==> config.mk <==
export PLATFORM = sky130hd
export DESIGN_NAME = mem_port_arbiter_flat
export DESIGN_NICKNAME = d
export VERILOG_FILES = /design/src/rtl/mem_port_arbiter_if.sv /design/src/rtl/mem_port_arbiter.sv /design/src/flat_wrapper.sv
export SDC_FILE = /design/constraint.sdc
export NUM_CORES = 1
export LEC_CHECK = 0
export CAP_MARGIN = 30
export CELL_PAD_IN_SITES_DETAIL_PLACEMENT = 0
export CELL_PAD_IN_SITES_GLOBAL_PLACEMENT = 1
export CORE_ASPECT_RATIO = 0.9
export CORE_MARGIN = 3
export CORE_UTILIZATION = 29
export DETAILED_ROUTE_END_ITERATION = 7
export PLACE_DENSITY = 0.93
export SLEW_MARGIN = 10
export SYNTH_ARGS = -nofsm -noshare
export SYNTH_HDL_FRONTEND = slang
export SYNTH_SLANG_ARGS = --single-unit
==> constraint.sdc <==
create_clock -name clk -period 2.9 [get_ports clk]
set_clock_uncertainty 0.1 [all_clocks]
set_input_delay 0.58 -clock clk [delete_from_list [all_inputs] [get_ports clk]]
set_output_delay 0.58 -clock clk [all_outputs]
set_load 0.02 [all_outputs]
==> src/rtl/mem_port_arbiter_if.sv <==
// Bundle between the fetch/data requesters, the arbiter and the shared single-port memory.
interface mem_port_arbiter_if #(
    parameter int unsigned ADDR_W = 32,
    parameter int unsigned DATA_W = 32
);
    localparam int unsigned MASK_W = DATA_W / 8;

    logic              i_req;
    logic [ADDR_W-1:0] i_addr;
    logic              i_gnt;
    logic              i_rvalid;
    logic [DATA_W-1:0] i_rdata;

    logic              d_req;
    logic              d_we;
    logic [ADDR_W-1:0] d_addr;
    logic [DATA_W-1:0] d_wdata;
    logic [MASK_W-1:0] d_wmask;
    logic              d_gnt;
    logic              d_rvalid;
    logic [DATA_W-1:0] d_rdata;

    logic [ADDR_W-1:0] mem_addr;
    logic              mem_we;
    logic [DATA_W-1:0] mem_wdata;
    logic [MASK_W-1:0] mem_wmask;
    logic [DATA_W-1:0] mem_rdata;

    // Arbiter side
    modport slave (
        input  i_req, i_addr, d_req, d_we, d_addr, d_wdata, d_wmask, mem_rdata,
        output i_gnt, i_rvalid, i_rdata, d_gnt, d_rvalid, d_rdata,
        output mem_addr, mem_we, mem_wdata, mem_wmask
    );

    // Requesters plus memory model side
    modport master (
        output i_req, i_addr, d_req, d_we, d_addr, d_wdata, d_wmask, mem_rdata,
        input  i_gnt, i_rvalid, i_rdata, d_gnt, d_rvalid, d_rdata,
        input  mem_addr, mem_we, mem_wdata, mem_wmask
    );
endinterface

==> src/rtl/mem_port_arbiter.sv <==
// Shares one memory port between instruction fetch and data access: data wins by default,
// fetch is forced through after STARVE_MAX consecutive denied cycles.
module mem_port_arbiter #(
    parameter int unsigned ADDR_W     = 32,
    parameter int unsigned DATA_W     = 32,
    parameter int unsigned STARVE_MAX = 4
) (
    input  logic                clk,
    input  logic                rst,
    mem_port_arbiter_if.slave   bus
);
    localparam int unsigned MASK_W = DATA_W / 8;
    localparam int unsigned CNT_W  = $clog2(STARVE_MAX + 1);

    typedef enum logic [1:0] {
        IDLE   = 2'd0,
        RESP_I = 2'd1,
        RESP_D = 2'd2
    } resp_state_t;

    resp_state_t       state;
    logic [CNT_W-1:0]  starve_cnt;
    logic [ADDR_W-1:0] addr_q;
    logic [DATA_W-1:0] wdata_q;

    logic starved;
    logic i_win;
    logic d_win;
    logic i_gnt_c;
    logic d_gnt_c;

    // Arbitration; flops use the ungated winners since they are held in reset anyway
    always_comb begin
        starved = (starve_cnt == CNT_W'(STARVE_MAX));
        i_win   = bus.i_req & (~bus.d_req | starved);
        d_win   = bus.d_req & ~i_win;
        i_gnt_c = rst & i_win;
        d_gnt_c = rst & d_win;
    end

    assign bus.i_gnt     = i_gnt_c;
    assign bus.d_gnt     = d_gnt_c;
    assign bus.mem_addr  = i_gnt_c ? bus.i_addr : (d_gnt_c ? bus.d_addr : addr_q);
    assign bus.mem_wdata = d_gnt_c ? bus.d_wdata : wdata_q;
    assign bus.mem_we    = d_gnt_c & bus.d_we;
    assign bus.mem_wmask = (d_gnt_c & bus.d_we) ? bus.d_wmask : MASK_W'(0);

    // Response owner follows the memory's one-cycle read latency
    assign bus.i_rvalid = (state == RESP_I);
    assign bus.d_rvalid = (state == RESP_D);
    assign bus.i_rdata  = (state == RESP_I) ? bus.mem_rdata : DATA_W'(0);
    assign bus.d_rdata  = (state == RESP_D) ? bus.mem_rdata : DATA_W'(0);

    always_ff @(posedge clk or negedge rst) begin
        if (!rst) begin
            state      <= IDLE;
            starve_cnt <= CNT_W'(0);
            addr_q     <= ADDR_W'(0);
            wdata_q    <= DATA_W'(0);
        end else begin
            if (i_win) begin
                state <= RESP_I;
            end else if (d_win) begin
                state <= RESP_D;
            end else begin
                state <= IDLE;
            end

            if (!bus.i_req || i_win) begin
                starve_cnt <= CNT_W'(0);
            end else if (!starved) begin
                starve_cnt <= starve_cnt + CNT_W'(1);
            end

            // Idle port keeps the last presented address and write data
            if (i_win) begin
                addr_q <= bus.i_addr;
            end else if (d_win) begin
                addr_q  <= bus.d_addr;
                wdata_q <= bus.d_wdata;
            end
        end
    end
endmodule
==> src/flat_wrapper.sv <==
// flat-port wrapper written by rule: the top's interface ports become plain ports
module mem_port_arbiter_flat 
#(
    parameter int unsigned ADDR_W     = 32,
    parameter int unsigned DATA_W     = 32,
    parameter int unsigned STARVE_MAX = 4
)
  (clk, rst, bus_i_req, bus_i_addr, bus_d_req, bus_d_we, bus_d_addr, bus_d_wdata, bus_d_wmask, bus_mem_rdata, bus_i_gnt, bus_i_rvalid, bus_i_rdata, bus_d_gnt, bus_d_rvalid, bus_d_rdata, bus_mem_addr, bus_mem_we, bus_mem_wdata, bus_mem_wmask);
  mem_port_arbiter_if #(.ADDR_W(ADDR_W), .DATA_W(DATA_W)) bus_i ();
  input  logic clk;
  input  logic rst;
  input wire logic [$bits(bus_i.i_req)-1:0] bus_i_req;
  input wire logic [$bits(bus_i.i_addr)-1:0] bus_i_addr;
  input wire logic [$bits(bus_i.d_req)-1:0] bus_d_req;
  input wire logic [$bits(bus_i.d_we)-1:0] bus_d_we;
  input wire logic [$bits(bus_i.d_addr)-1:0] bus_d_addr;
  input wire logic [$bits(bus_i.d_wdata)-1:0] bus_d_wdata;
  input wire logic [$bits(bus_i.d_wmask)-1:0] bus_d_wmask;
  input wire logic [$bits(bus_i.mem_rdata)-1:0] bus_mem_rdata;
  output wire logic [$bits(bus_i.i_gnt)-1:0] bus_i_gnt;
  output wire logic [$bits(bus_i.i_rvalid)-1:0] bus_i_rvalid;
  output wire logic [$bits(bus_i.i_rdata)-1:0] bus_i_rdata;
  output wire logic [$bits(bus_i.d_gnt)-1:0] bus_d_gnt;
  output wire logic [$bits(bus_i.d_rvalid)-1:0] bus_d_rvalid;
  output wire logic [$bits(bus_i.d_rdata)-1:0] bus_d_rdata;
  output wire logic [$bits(bus_i.mem_addr)-1:0] bus_mem_addr;
  output wire logic [$bits(bus_i.mem_we)-1:0] bus_mem_we;
  output wire logic [$bits(bus_i.mem_wdata)-1:0] bus_mem_wdata;
  output wire logic [$bits(bus_i.mem_wmask)-1:0] bus_mem_wmask;
  assign bus_i.i_req = bus_i_req;
  assign bus_i.i_addr = bus_i_addr;
  assign bus_i.d_req = bus_d_req;
  assign bus_i.d_we = bus_d_we;
  assign bus_i.d_addr = bus_d_addr;
  assign bus_i.d_wdata = bus_d_wdata;
  assign bus_i.d_wmask = bus_d_wmask;
  assign bus_i.mem_rdata = bus_mem_rdata;
  assign bus_i_gnt = bus_i.i_gnt;
  assign bus_i_rvalid = bus_i.i_rvalid;
  assign bus_i_rdata = bus_i.i_rdata;
  assign bus_d_gnt = bus_i.d_gnt;
  assign bus_d_rvalid = bus_i.d_rvalid;
  assign bus_d_rdata = bus_i.d_rdata;
  assign bus_mem_addr = bus_i.mem_addr;
  assign bus_mem_we = bus_i.mem_we;
  assign bus_mem_wdata = bus_i.mem_wdata;
  assign bus_mem_wmask = bus_i.mem_wmask;
  mem_port_arbiter #(.ADDR_W(ADDR_W), .DATA_W(DATA_W), .STARVE_MAX(STARVE_MAX)) u_core (.clk(clk), .rst(rst), .bus(bus_i));
endmodule
==> out/metrics.cfg <==
[run_status]
status=finished clean

[sta]
fmax_ghz=0.3548
setup-violations-final=0
worstMarginPinSlew_ns=0.3693
slew-limit-headroom_pct=75.19
period_share_pct=97.19
layout_setup_ws_ns=0.08154
hold_viol_final=0
slew_violations=0
rsz0062_at_grt=false
holdWs_ns=0.1814
min_period_ns=2.818

[drt]
wl_met3_um=1445
dr_wl_met2_um=9108
drt-initial-drc-count=329
ant_nets=0
route.detailed.drc=0
dr.pass1.iters=5
top_layer_used=met4
route.layer.met1.wl_um=7316
routedWlPerCell_um=19.47
drt-total-wl_um=18340
vias=5048
viasPerCell=5.359

[synth]
syn-cell-area_sq_um=4569
yosys_warnings=0
yosysUniqueCellTypes=28
avgSynthCellArea_sq_um=9.743
synthTopCellsByArea=dfrtp_1 (38%), mux2_2 (16%), and2_1 (13%)
syn_nets=608
synth-seq-cells=69
yosysSeqAreaShare_pct=37.79
syn_inst=469
synth_top_area_share_pct=37.79
yosysTopAreaCell=dfrtp_1

[setup_path]
crit_arrival_ns=2.14
cp.required_ns=2.22
crit_type=flop to primary output
start_kind=flop
end_kind=primary output
cp_max_fo=16

[floorplan]
io_pins=274
core_area_sq_um=15080
die_area_sq_um=17300
row_count=42
die_y_um=125.1
die_w_um=138.3
initial_core_util_pct=30.30

[clock_network]
post-cts-setup-buffers=0
cts_root_buf=clkbuf_16
cts_sinks=69
numCtsBuffers=9
insertion_delay_ns=0.33
cts_tree=done
clkTransAtPathRegs_ns=0.06
cts.htree.levels=3
clk_path_buf_depth=2

[global_route]
grt_first_pass_wirelength_um=28260
grt_use_total_pct=20.25
grt_max_degree=34
grt_pass1_vias=5204
antenna_found_initial=1
overflow=0

[placed_design]
io_buffers=273
place_ws_ns=-0.3846
dp_hpwl_um=13640
gp_congestion=0.8402

[layout]
fin_nets=877
areaGrowthSynthToFinish_pct=71.22
final_core_util_pct=51.87
drive_gt1_share_pct=18.57
num-fill-cells=1316

[power_and_ir_drop]
p_leak_nw=3.236
powerDensity_nw_per_um2=407.6
ir_drop_mv=0.1998

[run]
max_cap_violations=0

[min_path]
hp-class=primary input to asynchronous set/reset pin

cell usage in the layout, fill, tap and decap left out:
cell,synthesis,routed
clkinv_4,0,1
clkbuf_2,3,15
nor2b_1,3,2
dlygate4sd3_1,0,1
dfrtp_1,69,69
clkinv_2,0,2
clkdlybuf4s50_1,0,199
or2_1,1,1
nor2b_4,0,1
diode_2,0,1
mux2i_1,1,1
ha_1,2,1
a221o_1,32,32
nand4_1,32,32
inv_1,4,4
o21ai_0,32,32
inv_6,0,1
dlygate4sd2_1,0,56
ha_4,0,1
buf_4,6,24
nor3_1,32,32
nand3_4,1,1
nor3b_1,1,1
and2_1,97,97
and4_1,1,1
a31oi_1,32,32
buf_2,7,1
a21boi_4,1,1
dlymetal6s2s_1,0,1
nand2_1,4,4
clkinvlp_4,0,3
and3_1,5,5
inv_2,1,1
nor2_2,0,1
nand2_4,1,1
buf_12,0,9
nand3_2,1,1
mux2_2,64,64
nor2_1,3,2
clkbuf_16,0,10
layer usage:
metal / up-vias / global-route usage [%]
met3: 37 / 5.155
met2: 322 / 34.24
met5: - / 0
met1: 2402 / 25.23
li1: 2287 / -
met4: 0 / 6.973
flip-flops by register name, summed over array words and instances (netlist names):
signal,count
u_core.addr_q,32
u_core.wdata_q,32
u_core.starve_cnt,3
u_core.state,2
Yosys cell counts:
master and instances:
and2_1 97, dfrtp_1 69, mux2_2 64, a221o_1 32, a31oi_1 32, nand4_1 32
nor3_1 32, o21ai_0 32, clkbuf_1 27, buf_2 7, buf_4 6, buf_6 6
and3_1 5, inv_1 4, nand2_1 4, clkbuf_2 3, nor2_1 3, nor2b_1 3
ha_1 2, a21boi_4 1, and4_1 1, inv_2 1, mux2i_1 1, nand2_4 1
nand3_2 1, nand3_4 1, nor3b_1 1, or2_1 1
critical path, cell delays in order, from the launching register on:
cell           delay [ns]
dfrtp_1              0.39
inv_1                0.11
ha_4                 0.19
nand3_4              0.09
nand3_2              0.15
clkbuf_16            0.21
mux2_2               0.34
dlygate4sd2_1        0.32
report_power, final:
group          internal [W]  switching (W)
clock network      0.000579       0.000436
registers           0.00105      0.0000439
logic              0.000545       0.000532
total               0.00218        0.00101
kinds of logic (layout without fill, tap and decap cells):
logic type | after synthesis | count (layout) | share of synthesized area, %
adders and majority gates | 2 | 2 | 0.5476
buffers and inverters | 54 | 328 | 6.188
and+or+nand+nor | 182 | 182 | 24.18
DFF | 69 | 69 | 37.79
other | 0 | 1 | 0
muxes | 65 | 65 | 15.99
AOI/OAI and AO/OA | 97 | 97 | 15.31
timing repair:
item | in CTS | in global routing
hold endpoints to repair | 4 | 0
resized for setup | 73 | 46
hold buffers | 1 | 0
cloned | 0 | 1
setup endpoints to repair | 71 | 66
worst paths after layout:
path	from	to	slack, ns	depth (start not counted)
max in group asynchronous	rst	u_core.starve_cnt[1]	1.84	2
setup / recovery	u_core.starve_cnt[0]	bus_mem_wdata[28]	0.08	7
hold reg to reg	u_core.starve_cnt[0]	u_core.starve_cnt[0]	0.37	1
min in group clk	u_core.starve_cnt[0]	u_core.starve_cnt[0]	0.37	1
hold / removal	rst	u_core.addr_q[18]	0.18	2
setup reg to reg	u_core.starve_cnt[0]	u_core.addr_q[0]	0.97	8
layout make-up:
| cell class | instances | area, sq um | share of cell area [%] |
|---|---|---|---|
| clock inverters | 7 | 50.05 | 0.6397 |
| inverters | 5 | 18.77 | 0.2399 |
| multi-input cells | 346 | 2582 | 33.01 |
| flip-flops and latches | 69 | 1727 | 22.07 |
| clock buffers | 9 | 225.2 | 2.879 |
| diodes | 1 | 2.502 | 0.03198 |
| repair buffers | 307 | 2970 | 37.97 |
| well taps | 198 | 247.7 | 3.166 |
per-stage QoR:
stage	cell area, sq um	setup TNS [ns]	instances	total power (W)
after floorplan	4569	0	469	0.001632
after global placement	7641	-21.10	923	0.002243
after detailed placement	7641	-22.18	923	0.002269
after CTS	7841	0	940	0.003223
after global routing	7824	0	942	0.003343
final	7824	0	942	0.003189
(Power assumes the default switching activity.)
